## config.mk

```make
export PLATFORM = sky130hd
export DESIGN_NAME = pipe_hazard_unit_flat
export DESIGN_NICKNAME = d
export VERILOG_FILES = /design/src/rtl/pipe_hazard_unit_if.sv /design/src/rtl/pipe_hazard_unit.sv /design/src/flat_wrapper.sv
export SDC_FILE = /design/constraint.sdc
export NUM_CORES = 1
export LEC_CHECK = 0
export CORE_MARGIN = 1
export CORE_UTILIZATION = 28
export CTS_BUF_LIST = sky130_fd_sc_hd__clkbuf_8
export CTS_CLUSTER_DIAMETER = 100
export DETAILED_ROUTE_END_ITERATION = 8
export GPL_TIMING_DRIVEN = 0
export PLACE_DENSITY = 0.58
export SLEW_MARGIN = 20
export SYNTH_ARGS = -nofsm -noshare
export SYNTH_HDL_FRONTEND = slang
export SYNTH_SLANG_ARGS = --single-unit
```

## constraint.sdc

```tcl
create_clock -name clk -period 4.3 [get_ports clk]
set_input_delay 0.645 -clock clk [delete_from_list [all_inputs] [get_ports clk]]
set_output_delay 0.645 -clock clk [all_outputs]
set_load 0.02 [all_outputs]
```

## src/rtl/pipe_hazard_unit_if.sv

```systemverilog
// rtl/pipe_hazard_unit_if.sv - pipeline-side bundle for the hazard/forward/stall controller
interface pipe_hazard_unit_if #(
  parameter int NUM_MCU = 2,
  parameter int REG_AW  = 5,
  parameter int CNT_W   = 16
);
  logic [REG_AW-1:0]  exe_rs1_addr;
  logic [REG_AW-1:0]  exe_rs2_addr;
  logic               exe_use_rs1;
  logic               exe_use_rs2;
  logic               exe_new_pc_req;
  logic [REG_AW-1:0]  mem_rd_addr;
  logic               mem_rd_wr_req;
  logic [REG_AW-1:0]  wrb_rd_addr;
  logic               wrb_rd_wr_req;
  logic [NUM_MCU-1:0] mcu_req;
  logic [NUM_MCU-1:0] mcu_ack;
  logic               csr_read_req;
  logic               csr_new_pc_req;
  logic               csr_wfi_req;
  logic               csr_irq_flush_lsu;
  logic               timeout_clr;
  logic               cnt_clr;

  logic               fwd_mem_rs1;
  logic               fwd_mem_rs2;
  logic               fwd_wrb_rs1;
  logic               fwd_wrb_rs2;
  logic               if2id_stall;
  logic               id2exe_stall;
  logic               exe2mem_stall;
  logic               if2id_flush;
  logic               id2exe_flush;
  logic               exe2mem_flush;
  logic               mem2wrb_flush;
  logic               mem_flush;
  logic               if_exe_new_pc;
  logic               if_csr_new_pc;
  logic               if_wfi;
  logic               if_stall;
  logic               csr_pipe_stall;
  logic [NUM_MCU-1:0] mcu_busy;
  logic [NUM_MCU-1:0] mcu_timeout;
  logic [CNT_W-1:0]   stall_cnt;
  logic [CNT_W-1:0]   hazard_cnt;

  modport master (
    output exe_rs1_addr, exe_rs2_addr, exe_use_rs1, exe_use_rs2, exe_new_pc_req,
           mem_rd_addr, mem_rd_wr_req, wrb_rd_addr, wrb_rd_wr_req, mcu_req, mcu_ack,
           csr_read_req, csr_new_pc_req, csr_wfi_req, csr_irq_flush_lsu, timeout_clr, cnt_clr,
    input  fwd_mem_rs1, fwd_mem_rs2, fwd_wrb_rs1, fwd_wrb_rs2, if2id_stall, id2exe_stall,
           exe2mem_stall, if2id_flush, id2exe_flush, exe2mem_flush, mem2wrb_flush, mem_flush,
           if_exe_new_pc, if_csr_new_pc, if_wfi, if_stall, csr_pipe_stall, mcu_busy,
           mcu_timeout, stall_cnt, hazard_cnt
  );

  modport slave (
    input  exe_rs1_addr, exe_rs2_addr, exe_use_rs1, exe_use_rs2, exe_new_pc_req,
           mem_rd_addr, mem_rd_wr_req, wrb_rd_addr, wrb_rd_wr_req, mcu_req, mcu_ack,
           csr_read_req, csr_new_pc_req, csr_wfi_req, csr_irq_flush_lsu, timeout_clr, cnt_clr,
    output fwd_mem_rs1, fwd_mem_rs2, fwd_wrb_rs1, fwd_wrb_rs2, if2id_stall, id2exe_stall,
           exe2mem_stall, if2id_flush, id2exe_flush, exe2mem_flush, mem2wrb_flush, mem_flush,
           if_exe_new_pc, if_csr_new_pc, if_wfi, if_stall, csr_pipe_stall, mcu_busy,
           mcu_timeout, stall_cnt, hazard_cnt
  );
endinterface

```

## src/rtl/pipe_hazard_unit.sv

```systemverilog
// rtl/pipe_hazard_unit.sv - forwarding, stall/flush control and multi-cycle unit tracking for the 5-stage pipe
module pipe_hazard_unit #(
  parameter int NUM_MCU     = 2,
  parameter int REG_AW      = 5,
  parameter int TIMEOUT_CYC = 1024,
  parameter int CNT_W       = 16
) (
  input  logic              clk,
  input  logic              rst_n,
  pipe_hazard_unit_if.slave bus
);
  localparam int              WD_W    = (TIMEOUT_CYC > 1) ? $clog2(TIMEOUT_CYC) : 1;
  localparam bit              WD_EN   = (TIMEOUT_CYC > 0);
  localparam logic [WD_W-1:0] WD_LAST = WD_W'((TIMEOUT_CYC > 0) ? TIMEOUT_CYC - 1 : 0);

  logic [REG_AW-1:0]  rs1_addr, rs2_addr;
  logic               rs1_valid, rs2_valid;
  logic               mem_hit1, mem_hit2, wrb_hit1, wrb_hit2;
  logic               fwd_mem1, fwd_mem2;
  logic               long_lat, mcu_stall, ld_use, pipe_stall, exe_pc_ok, mem_flush;
  logic [NUM_MCU-1:0] busy_ff, busy_next, busy_cyc, wd_hit, timeout_ff;
  logic [WD_W-1:0]    wd_cnt [NUM_MCU];
  logic [CNT_W-1:0]   stall_cnt_ff, hazard_cnt_ff;
  logic               stall_d;

  assign rs1_addr  = bus.exe_rs1_addr;
  assign rs2_addr  = bus.exe_rs2_addr;
  assign rs1_valid = |rs1_addr;
  assign rs2_valid = |rs2_addr;
  assign mem_hit1  = (rs1_addr == bus.mem_rd_addr) & bus.mem_rd_wr_req & rs1_valid;
  assign mem_hit2  = (rs2_addr == bus.mem_rd_addr) & bus.mem_rd_wr_req & rs2_valid;
  assign wrb_hit1  = (rs1_addr == bus.wrb_rd_addr) & bus.wrb_rd_wr_req & rs1_valid;
  assign wrb_hit2  = (rs2_addr == bus.wrb_rd_addr) & bus.wrb_rd_wr_req & rs2_valid;

  // A MEM-stage result is only forwardable when it is produced in a single cycle
  assign long_lat  = (|bus.mcu_req) | bus.csr_read_req;
  assign fwd_mem1  = mem_hit1 & ~long_lat;
  assign fwd_mem2  = mem_hit2 & ~long_lat;

  // Ack beats req, so a same-cycle req/ack pair never shows up as busy
  assign busy_next  = (busy_ff | bus.mcu_req) & ~bus.mcu_ack;
  assign busy_cyc   = busy_ff & ~bus.mcu_ack;
  assign mcu_stall  = |busy_next;
  assign ld_use     = ((mem_hit1 & bus.exe_use_rs1) | (mem_hit2 & bus.exe_use_rs2))
                      & long_lat & ~mcu_stall;
  assign pipe_stall = ld_use | mcu_stall;
  assign exe_pc_ok  = bus.exe_new_pc_req & ~pipe_stall;
  assign mem_flush  = bus.csr_new_pc_req | bus.csr_wfi_req;

  assign bus.fwd_mem_rs1    = fwd_mem1;
  assign bus.fwd_mem_rs2    = fwd_mem2;
  assign bus.fwd_wrb_rs1    = wrb_hit1 & ~fwd_mem1;
  assign bus.fwd_wrb_rs2    = wrb_hit2 & ~fwd_mem2;
  assign bus.if_stall       = pipe_stall;
  assign bus.if2id_stall    = pipe_stall;
  assign bus.id2exe_stall   = pipe_stall;
  assign bus.exe2mem_stall  = mcu_stall;
  assign bus.if2id_flush    = exe_pc_ok | mem_flush;
  assign bus.id2exe_flush   = exe_pc_ok | mem_flush;
  assign bus.exe2mem_flush  = ld_use | mem_flush;
  assign bus.mem2wrb_flush  = bus.csr_irq_flush_lsu;
  assign bus.mem_flush      = mem_flush;
  assign bus.if_exe_new_pc  = exe_pc_ok & ~bus.csr_new_pc_req;
  assign bus.if_csr_new_pc  = bus.csr_new_pc_req;
  assign bus.if_wfi         = bus.csr_wfi_req;
  assign bus.csr_pipe_stall = stall_d;
  assign bus.mcu_busy       = busy_ff;
  assign bus.mcu_timeout    = timeout_ff;
  assign bus.stall_cnt      = stall_cnt_ff;
  assign bus.hazard_cnt     = hazard_cnt_ff;

  always_comb begin
    wd_hit = '0;
    for (int i = 0; i < NUM_MCU; i++) begin
      wd_hit[i] = WD_EN & busy_cyc[i] & (wd_cnt[i] == WD_LAST);
    end
  end

  always_ff @(posedge clk or negedge rst_n) begin
    if (!rst_n) begin
      busy_ff    <= '0;
      timeout_ff <= '0;
      for (int i = 0; i < NUM_MCU; i++) begin
        wd_cnt[i] <= '0;
      end
    end else begin
      busy_ff <= busy_next & ~wd_hit & {NUM_MCU{~mem_flush}};
      // A timeout landing together with the clear must survive
      timeout_ff <= (bus.timeout_clr ? '0 : timeout_ff) | wd_hit;
      for (int i = 0; i < NUM_MCU; i++) begin
        if (!WD_EN || !busy_cyc[i] || wd_hit[i]) begin
          wd_cnt[i] <= '0;
        end else begin
          wd_cnt[i] <= wd_cnt[i] + 1'b1;
        end
      end
    end
  end

  always_ff @(posedge clk or negedge rst_n) begin
    if (!rst_n) begin
      stall_d       <= 1'b0;
      stall_cnt_ff  <= '0;
      hazard_cnt_ff <= '0;
    end else begin
      stall_d <= pipe_stall;
      if (bus.cnt_clr) begin
        stall_cnt_ff  <= '0;
        hazard_cnt_ff <= '0;
      end else begin
        if (pipe_stall && (stall_cnt_ff != '1)) begin
          stall_cnt_ff <= stall_cnt_ff + 1'b1;
        end
        if (ld_use && (hazard_cnt_ff != '1)) begin
          hazard_cnt_ff <= hazard_cnt_ff + 1'b1;
        end
      end
    end
  end
endmodule
```

## src/flat_wrapper.sv

```systemverilog
// flat-port wrapper written by rule: the top's interface ports become plain ports
module pipe_hazard_unit_flat 
#(
  parameter int NUM_MCU     = 2,
  parameter int REG_AW      = 5,
  parameter int TIMEOUT_CYC = 1024,
  parameter int CNT_W       = 16
)
  (clk, rst_n, bus_exe_rs1_addr, bus_exe_rs2_addr, bus_exe_use_rs1, bus_exe_use_rs2, bus_exe_new_pc_req, bus_mem_rd_addr, bus_mem_rd_wr_req, bus_wrb_rd_addr, bus_wrb_rd_wr_req, bus_mcu_req, bus_mcu_ack, bus_csr_read_req, bus_csr_new_pc_req, bus_csr_wfi_req, bus_csr_irq_flush_lsu, bus_timeout_clr, bus_cnt_clr, bus_fwd_mem_rs1, bus_fwd_mem_rs2, bus_fwd_wrb_rs1, bus_fwd_wrb_rs2, bus_if2id_stall, bus_id2exe_stall, bus_exe2mem_stall, bus_if2id_flush, bus_id2exe_flush, bus_exe2mem_flush, bus_mem2wrb_flush, bus_mem_flush, bus_if_exe_new_pc, bus_if_csr_new_pc, bus_if_wfi, bus_if_stall, bus_csr_pipe_stall, bus_mcu_busy, bus_mcu_timeout, bus_stall_cnt, bus_hazard_cnt);
  pipe_hazard_unit_if #(.NUM_MCU(NUM_MCU), .REG_AW(REG_AW), .CNT_W(CNT_W)) bus_i ();
  input  logic clk;
  input  logic rst_n;
  input wire logic [$bits(bus_i.exe_rs1_addr)-1:0] bus_exe_rs1_addr;
  input wire logic [$bits(bus_i.exe_rs2_addr)-1:0] bus_exe_rs2_addr;
  input wire logic [$bits(bus_i.exe_use_rs1)-1:0] bus_exe_use_rs1;
  input wire logic [$bits(bus_i.exe_use_rs2)-1:0] bus_exe_use_rs2;
  input wire logic [$bits(bus_i.exe_new_pc_req)-1:0] bus_exe_new_pc_req;
  input wire logic [$bits(bus_i.mem_rd_addr)-1:0] bus_mem_rd_addr;
  input wire logic [$bits(bus_i.mem_rd_wr_req)-1:0] bus_mem_rd_wr_req;
  input wire logic [$bits(bus_i.wrb_rd_addr)-1:0] bus_wrb_rd_addr;
  input wire logic [$bits(bus_i.wrb_rd_wr_req)-1:0] bus_wrb_rd_wr_req;
  input wire logic [$bits(bus_i.mcu_req)-1:0] bus_mcu_req;
  input wire logic [$bits(bus_i.mcu_ack)-1:0] bus_mcu_ack;
  input wire logic [$bits(bus_i.csr_read_req)-1:0] bus_csr_read_req;
  input wire logic [$bits(bus_i.csr_new_pc_req)-1:0] bus_csr_new_pc_req;
  input wire logic [$bits(bus_i.csr_wfi_req)-1:0] bus_csr_wfi_req;
  input wire logic [$bits(bus_i.csr_irq_flush_lsu)-1:0] bus_csr_irq_flush_lsu;
  input wire logic [$bits(bus_i.timeout_clr)-1:0] bus_timeout_clr;
  input wire logic [$bits(bus_i.cnt_clr)-1:0] bus_cnt_clr;
  output wire logic [$bits(bus_i.fwd_mem_rs1)-1:0] bus_fwd_mem_rs1;
  output wire logic [$bits(bus_i.fwd_mem_rs2)-1:0] bus_fwd_mem_rs2;
  output wire logic [$bits(bus_i.fwd_wrb_rs1)-1:0] bus_fwd_wrb_rs1;
  output wire logic [$bits(bus_i.fwd_wrb_rs2)-1:0] bus_fwd_wrb_rs2;
  output wire logic [$bits(bus_i.if2id_stall)-1:0] bus_if2id_stall;
  output wire logic [$bits(bus_i.id2exe_stall)-1:0] bus_id2exe_stall;
  output wire logic [$bits(bus_i.exe2mem_stall)-1:0] bus_exe2mem_stall;
  output wire logic [$bits(bus_i.if2id_flush)-1:0] bus_if2id_flush;
  output wire logic [$bits(bus_i.id2exe_flush)-1:0] bus_id2exe_flush;
  output wire logic [$bits(bus_i.exe2mem_flush)-1:0] bus_exe2mem_flush;
  output wire logic [$bits(bus_i.mem2wrb_flush)-1:0] bus_mem2wrb_flush;
  output wire logic [$bits(bus_i.mem_flush)-1:0] bus_mem_flush;
  output wire logic [$bits(bus_i.if_exe_new_pc)-1:0] bus_if_exe_new_pc;
  output wire logic [$bits(bus_i.if_csr_new_pc)-1:0] bus_if_csr_new_pc;
  output wire logic [$bits(bus_i.if_wfi)-1:0] bus_if_wfi;
  output wire logic [$bits(bus_i.if_stall)-1:0] bus_if_stall;
  output wire logic [$bits(bus_i.csr_pipe_stall)-1:0] bus_csr_pipe_stall;
  output wire logic [$bits(bus_i.mcu_busy)-1:0] bus_mcu_busy;
  output wire logic [$bits(bus_i.mcu_timeout)-1:0] bus_mcu_timeout;
  output wire logic [$bits(bus_i.stall_cnt)-1:0] bus_stall_cnt;
  output wire logic [$bits(bus_i.hazard_cnt)-1:0] bus_hazard_cnt;
  assign bus_i.exe_rs1_addr = bus_exe_rs1_addr;
  assign bus_i.exe_rs2_addr = bus_exe_rs2_addr;
  assign bus_i.exe_use_rs1 = bus_exe_use_rs1;
  assign bus_i.exe_use_rs2 = bus_exe_use_rs2;
  assign bus_i.exe_new_pc_req = bus_exe_new_pc_req;
  assign bus_i.mem_rd_addr = bus_mem_rd_addr;
  assign bus_i.mem_rd_wr_req = bus_mem_rd_wr_req;
  assign bus_i.wrb_rd_addr = bus_wrb_rd_addr;
  assign bus_i.wrb_rd_wr_req = bus_wrb_rd_wr_req;
  assign bus_i.mcu_req = bus_mcu_req;
  assign bus_i.mcu_ack = bus_mcu_ack;
  assign bus_i.csr_read_req = bus_csr_read_req;
  assign bus_i.csr_new_pc_req = bus_csr_new_pc_req;
  assign bus_i.csr_wfi_req = bus_csr_wfi_req;
  assign bus_i.csr_irq_flush_lsu = bus_csr_irq_flush_lsu;
  assign bus_i.timeout_clr = bus_timeout_clr;
  assign bus_i.cnt_clr = bus_cnt_clr;
  assign bus_fwd_mem_rs1 = bus_i.fwd_mem_rs1;
  assign bus_fwd_mem_rs2 = bus_i.fwd_mem_rs2;
  assign bus_fwd_wrb_rs1 = bus_i.fwd_wrb_rs1;
  assign bus_fwd_wrb_rs2 = bus_i.fwd_wrb_rs2;
  assign bus_if2id_stall = bus_i.if2id_stall;
  assign bus_id2exe_stall = bus_i.id2exe_stall;
  assign bus_exe2mem_stall = bus_i.exe2mem_stall;
  assign bus_if2id_flush = bus_i.if2id_flush;
  assign bus_id2exe_flush = bus_i.id2exe_flush;
  assign bus_exe2mem_flush = bus_i.exe2mem_flush;
  assign bus_mem2wrb_flush = bus_i.mem2wrb_flush;
  assign bus_mem_flush = bus_i.mem_flush;
  assign bus_if_exe_new_pc = bus_i.if_exe_new_pc;
  assign bus_if_csr_new_pc = bus_i.if_csr_new_pc;
  assign bus_if_wfi = bus_i.if_wfi;
  assign bus_if_stall = bus_i.if_stall;
  assign bus_csr_pipe_stall = bus_i.csr_pipe_stall;
  assign bus_mcu_busy = bus_i.mcu_busy;
  assign bus_mcu_timeout = bus_i.mcu_timeout;
  assign bus_stall_cnt = bus_i.stall_cnt;
  assign bus_hazard_cnt = bus_i.hazard_cnt;
  pipe_hazard_unit #(.NUM_MCU(NUM_MCU), .REG_AW(REG_AW), .TIMEOUT_CYC(TIMEOUT_CYC), .CNT_W(CNT_W)) u_core (.clk(clk), .rst_n(rst_n), .bus(bus_i));
endmodule
```

==> out/qor.csv, run 1 <==
metric;value;unit
grt-ovfl-total;0;
finalNetCount;529;
slowest_stage;clkdlybuf4s50_1;
mostFrequentLayoutCell;clkdlybuf4s50_1;
grt_usage;0.1528;
port-buffer-count;87;
clk_pin_slew_worst_paths;70;ps
stdcell_count;661;
drt_iter0_markers;225;
die_h;114.2;um
final_cell_mix;86 x clkdlybuf4s50_1, 57 x dfrtp_1, 54 x nor2_1;
area_growth;37.32;%
synth_seq_cells;57;
p_clk_frac;0.406;
critPathMostFrequentCell;clkdlybuf4s50_1;
r2r_setup_slack;1880;ps
yosysWarnings;0;
rsz0062_at_grt;no;
syn_avg_cell_area;9.058;um^2
cap_viol_max_count;0;
die-area;13040;um^2
required;3650;ps
drt-total-wl;9702;um
p_leak;1.942;nW
clock-sinks;57;
worst_pin_slew;995.4;ps
initial_core_util;0.2897;
die_w;114.2;um
hp-class;primary input to asynchronous set/reset pin;
fin_setup_tns;0;ps
ios;90;
vdd_ir_drop_max;0.1706;mV
sw_frac_of_total;0.2569;
powerDensity;251.0;nW/um^2
combPwrFrac;0.145;
synth-main-ff-cell;dfrtp_1;
drc_errors;0;
antenna_cells;0;
routabilityCongestion;0.8065;
status;completed;
row_count;40;
min_period_over_period;0.9542;
dp_hpwl;7279;um
drv_slew;0;
core;12160;um^2
antenna_found_initial;0;
path_cells;clkdlybuf4s50_1, nor3_1, a211oi_2, and4_1, o21ai_4, buf_6, buf_2, nand3_1, nand2_1, buf_4, clkdlybuf4s50_1;
drive_gt1_frac;0.08316;
period_needed;4103;ps
ys_seq_area_frac;0.4048;
syn-cell-area;3523;um^2
firstDrtPassIters;4;
syn-num-nets;430;
drtAntennaViolNets;0;
dp.cells;645;
cts_made_buffers;9;
setup_violations;0;
cts_buffer_depth;2;
skew;7.431;ps
switchingPower;0.3120;mW
synthArstFlopShare;1.000;
path_class;primary input to primary output;
synthCells;389;
cp-start-kind;primary input;
hold_violations;0;
grt_pass1_wl;15350;um
critical-path-max-stage-delay;590;ps
cts_tree;done;
multi_input_area;1943;um^2
fillers;1242;
grt_pass1_vias;3064;
internal_power;0.9026;mW
cts_root_buf;clkbuf_8;
post_drt_via_cell_ratio;4.914;
clock_latency;340;ps
cp.arrival;3460;ps
max_freq;243.7;MHz
slew_headroom;0.3313;
synth_edf_count;0;
critPathCaptureType;primary output;
seq_area;1426;um^2
grt_max_degree;51;
ys_types;51;
r2r_cells;7;
vias;3248;
wl_per_cell;14.68;um
crit_fanout;10;
cts_max_level;3;
seqPwrFrac;0.449;
-- registers in the layout, summed over array words and instances (netlist names) --
signal and count:
u_core.bus.mcu_busy 2, u_core.bus.csr_pipe_stall 1, u_core.wd_cnt 20, u_core.bus.hazard_cnt 16, u_core.bus.mcu_timeout 2, u_core.bus.stall_cnt 16
-- power by group through the flow --
stage	sequential [mW]	combinational (mW)	clock, mW
final	0.545	0.176	0.494
after global routing	0.545	0.191	0.541
after CTS	0.545	0.178	0.519
after detailed placement	0.555	0.177	0
after global placement	0.555	0.172	0
after floorplan	0.559	0.0762	0
-- area by class of cell --
type                    count  share of cell area
repair buffers             88              0.1852
plain buffers              19             0.02353
clock buffers              10             0.02845
well taps                 168             0.04344
clock inverters             6             0.01215
flip-flops and latches     57              0.2948
inverters                  14             0.01086
multi-input cells         299              0.4016
-- path summary, 6_finish.rpt --
path / start / end
worst max-delay path: bus_exe_rs1_addr[1] / bus_if2id_flush
worst min-delay path: rst_n / u_core.bus.mcu_timeout[1]$_DFF_PN0_
worst max register to register: u_core.bus.stall_cnt[0]$_DFFE_PN0P_ / u_core.bus.stall_cnt[15]$_DFFE_PN0P_
worst min register to register: u_core.wd_cnt[10]$_DFF_PN0_ / u_core.wd_cnt[10]$_DFF_PN0_
max in group asynchronous: rst_n / u_core.bus.stall_cnt[11]$_DFFE_PN0P_
min in group clk: u_core.wd_cnt[10]$_DFF_PN0_ / u_core.wd_cnt[10]$_DFF_PN0_
-- metrics by stage --
| step | instance area (um^2) | setup WS [ps] | hold slack (ps) | power, mW | utilization |
|---|---|---|---|---|---|
| after detailed placement | 4629 | 65.50 | 477.8 | 0.7319 | 0.3807 |
| after CTS | 4826 | 58.22 | 94.84 | 1.242 | 0.3968 |
| after global placement | 4604 | 100.6 | 469.3 | 0.7267 | 0.3786 |
| final | 4838 | 196.9 | 117.9 | 1.215 | 0.3978 |
| after floorplan | 3523 | 1366 | 349.4 | 0.6354 | - |
| after global routing | 4838 | 47.47 | 97.25 | 1.278 | 0.3978 |
-- worst max-delay path, delay by kind of cell --
| kind | cells | cell delay, ps |
|---|---|---|
| buffers and inverters | 5 | 1600 |
| and+or+nand+nor | 4 | 830 |
| AOI/OAI and AO/OA | 2 | 370 |
-- routing by layer --
layer  up-vias  track usage  share of wire
li1       1578            -              -
met1      1570       0.1885           0.44
met2        87       0.2566           0.49
met3        13      0.04447          0.055
met4         0      0.04848          0.019
met5         -            0              0
-- timing repair --
action / CTS / global route
gates resized for setup: 0 / 2
hold buffers: 0 / 0
setup endpoints to repair: 0 / 3
setup buffers: 0 / 0
-- synthesized netlist by cell type (all sizes together) (10+ instances only) --
master	count	area share
nand3	24	0.034
nand2	26	0.028
xor2	14	0.035
xnor2	22	0.055
nor2	54	0.058
nor3	13	0.020
mux2	15	0.048
a211oi	11	0.028
dfrtp	57	0.40
buf	10	0.023
nor2b	15	0.027
inv	14	0.015
a21oi	19	0.027
-- logic make-up (layout without fill, tap and decap cells) --
kind of cell,after synthesis,count (layout),synth area share
simple gates,182,182,0.2706
compound gates,61,61,0.1229
flops,57,57,0.4048
xor+xnor,36,36,0.08949
buf+inv,33,137,0.04723
mux,16,16,0.05078
fa+ha+maj,4,4,0.01421
(Power assumes the default switching activity.)
==> run 2: changes to the inputs <==
--- a/config.mk
+++ b/config.mk
@@ -11,7 +11,6 @@
 export CTS_CLUSTER_DIAMETER = 100
 export DETAILED_ROUTE_END_ITERATION = 8
 export GPL_TIMING_DRIVEN = 0
-export PLACE_DENSITY = 0.58
 export SLEW_MARGIN = 20
 export SYNTH_ARGS = -nofsm -noshare
 export SYNTH_HDL_FRONTEND = slang
==> run 2 against run 1 <==
Clock power up 18%. Fmax decreased by 0.58%. Largest power group is now the clock network. First-iteration DRC count up 12%. Critical path type unchanged. Global-route usage shrank 0.080 points. Sequential power is essentially flat. Highest routed layer unchanged. Clock skew grew 2.7 ps. Wire length fell by 1.5%.
==> out/qor.csv, run 2 (synthesized netlist as in run 1, its figures left out) <==
metric;value;unit;change
status;completed;;
path_buf_inv;5;;unchanged
setup_violations;0;;unchanged
fillers;1216;;-2.1%
post-cts-setup-buffers;0;;unchanged
rsz0062_at_grt;no;;
wl_per_cell;14.49;um;-1.3%
powerDensity;267.1;nW/um^2;+6.4%
p_leak;1.962;nW;+1.1%
ios;90;;unchanged
min_period_over_period;0.9598;;+0.005585
grt_max_degree;48;;-5.9%
cts_made_buffers;9;;unchanged
reg2reg_from;u_core.bus.stall_cnt[0]$_DFFE_PN0P_;;
crit_fanout;10;;unchanged
cts_buffer_depth;2;;unchanged
clock-sinks;57;;unchanged
core;12160;um^2;unchanged
skew;10.10;ps;+2.673 ps
row_count;40;;unchanged
grt-ovfl-total;0;;unchanged
post_drt_via_cell_ratio;4.788;;-2.6%
dp.cells;645;;unchanged
cts_tree;done;;
area_growth;38.25;%;
critPathCaptureType;primary output;;
largest_reg_flops;20;;unchanged
cp.arrival;3480;ps;+20 ps
cts_max_level;3;;unchanged
die_w;114.2;um;unchanged
die-area;13040;um^2;unchanged
grt_pass1_vias;3153;;+2.9%
internal_power;0.9929;mW;+10%
seq_area;1426;um^2;unchanged
mostFrequentLayoutCell;clkdlybuf4s50_1;;
hp-class;primary input to asynchronous set/reset pin;;
fin_setup_tns;0;ps;unchanged
cp-start-kind;primary input;;
seqPwrFrac;0.419;;-0.030
period_needed;4127;ps;+24.01 ps
hold_violations;0;;unchanged
r2r_setup_slack;1920;ps;+40 ps
hold_slack;146.2;ps;+28.33 ps
die_h;114.2;um;unchanged
drv_slew;0;;unchanged
crit_family;buffers and inverters;;
antenna_found_initial;0;;unchanged
vias;3160;;-2.7%
clk_pin_slew_worst_paths;60;ps;about the same
switchingPower;0.3082;mW;-1.2%
multi_input_area;1943;um^2;unchanged
final_cell_mix;86 x clkdlybuf4s50_1, 57 x dfrtp_1, 54 x nor2_1;;
drive_gt1_frac;0.08130;;-0.001863
stdcell_count;660;;-0.15%
sw_frac_of_total;0.2369;;-0.01998
finalNetCount;529;;unchanged
setup.worst_path.start;bus_exe_rs1_addr[0];;
initial_core_util;0.2897;;unchanged
drc_errors;0;;unchanged
cts_root_buf;clkbuf_8;;
grt_pass1_wl;15520;um;+1.1%
path_class;primary input to primary output;;
critical-path-max-stage-delay;600;ps;about the same
clock_latency;330;ps;about the same
largest-register;u_core.wd_cnt;;
dp_hpwl;7217;um;-0.85%
p_clk_frac;0.446;;+0.040
routabilityCongestion;0.8365;;+3.7%
combPwrFrac;0.135;;-0.010
slew_headroom;0.4239;;+0.09260
cap_viol_max_count;0;;unchanged
max_freq;242.3;MHz;-0.58%
worst_pin_slew;857.6;ps;-137.8 ps
vdd_ir_drop_max;0.1665;mV;-2.4%
drt_iter0_markers;252;;+12%
final_core_util;0.4005;;+0.002674
port-buffer-count;87;;unchanged
critPathMostFrequentCell;clkdlybuf4s50_1;;
drt-total-wl;9561;um;-1.5%
grt_usage;0.1520;;-0.0007965
firstDrtPassIters;4;;unchanged
drtAntennaViolNets;0;;unchanged
required;3650;ps;about the same
antenna_cells;0;;unchanged
slowest_stage;clkdlybuf4s50_1;;
path_cells;clkdlybuf4s50_1, nor3_1, a211oi_2, and4_1, o21ai_4, buf_6, buf_2, nand3_1, nand2_1, buf_4, clkdlybuf4s50_1;;
-- run 2: routing by layer --
layer | vias up | routed length [um] | GRT usage
met2 | 74 | 4601 | 0.2432
met3 | 12 | 507 | 0.04659
met4 | 0 | 147 | 0.05281
met5 | - | 0 | 0
li1 | 1578 | - | -
met1 | 1496 | 4305 | 0.1941
-- run 2: what timing repair did --
item / 4_1_cts / 5_1_grt
hold buffers: 0 / 0
setup endpoints to repair: 0 / 1
resized for setup: 0 / 2
-- run 2: cell type report --
cell class | count | area share
Buffer | 19 | 0.02338
Multi-Input combinational cell | 299 | 0.3989
Timing Repair Buffer | 88 | 0.1839
Sequential cell | 57 | 0.2928
Clock buffer | 12 | 0.03391
Tap cell | 168 | 0.04315
Clock inverter | 3 | 0.01310
Inverter | 14 | 0.01079
-- run 2: power by group through the flow --
stage	registers [mW]	logic (mW)	clock network [mW]
final	0.545	0.175	0.581
after global routing	0.546	0.192	0.619
after CTS	0.545	0.177	0.595
after detailed placement	0.555	0.177	0
after global placement	0.555	0.172	0
after floorplan	0.559	0.0762	0
-- run 2: final timing paths --
| kind | endpoint | cells after the start |
|---|---|---|
| max | bus_if2id_flush | 11 |
| min | u_core.bus.csr_pipe_stall$_DFF_PN0_ | 1 |
| max reg2reg | u_core.bus.stall_cnt[9]$_DFFE_PN0P_ | 7 |
| min reg2reg | u_core.wd_cnt[10]$_DFF_PN0_ | 1 |
| max in group asynchronous | u_core.wd_cnt[3]$_DFF_PN0_ | 2 |
| min in group clk | u_core.wd_cnt[10]$_DFF_PN0_ | 1 |
-- run 2: per-stage QoR --
step | area (um^2) | total power, mW | setup WS, ps
2_1_floorplan | 3523 | 0.6354 | 1366
3_3_place_gp | 4604 | 0.7266 | 109.5
3_5_place_dp | 4629 | 0.7318 | 71.59
4_1_cts | 4858 | 1.317 | 70.46
5_1_grt | 4871 | 1.357 | 9.401
6_report | 4871 | 1.301 | 172.9
-- run 2: worst register-to-register path, stage by stage (launching register included) --
cell	delay (ps)
dfrtp_1	420
ha_1	260
and2_1	200
nand4_2	180
o2111ai_2	180
a211oi_2	490
o211a_1	210
mux2_1	320
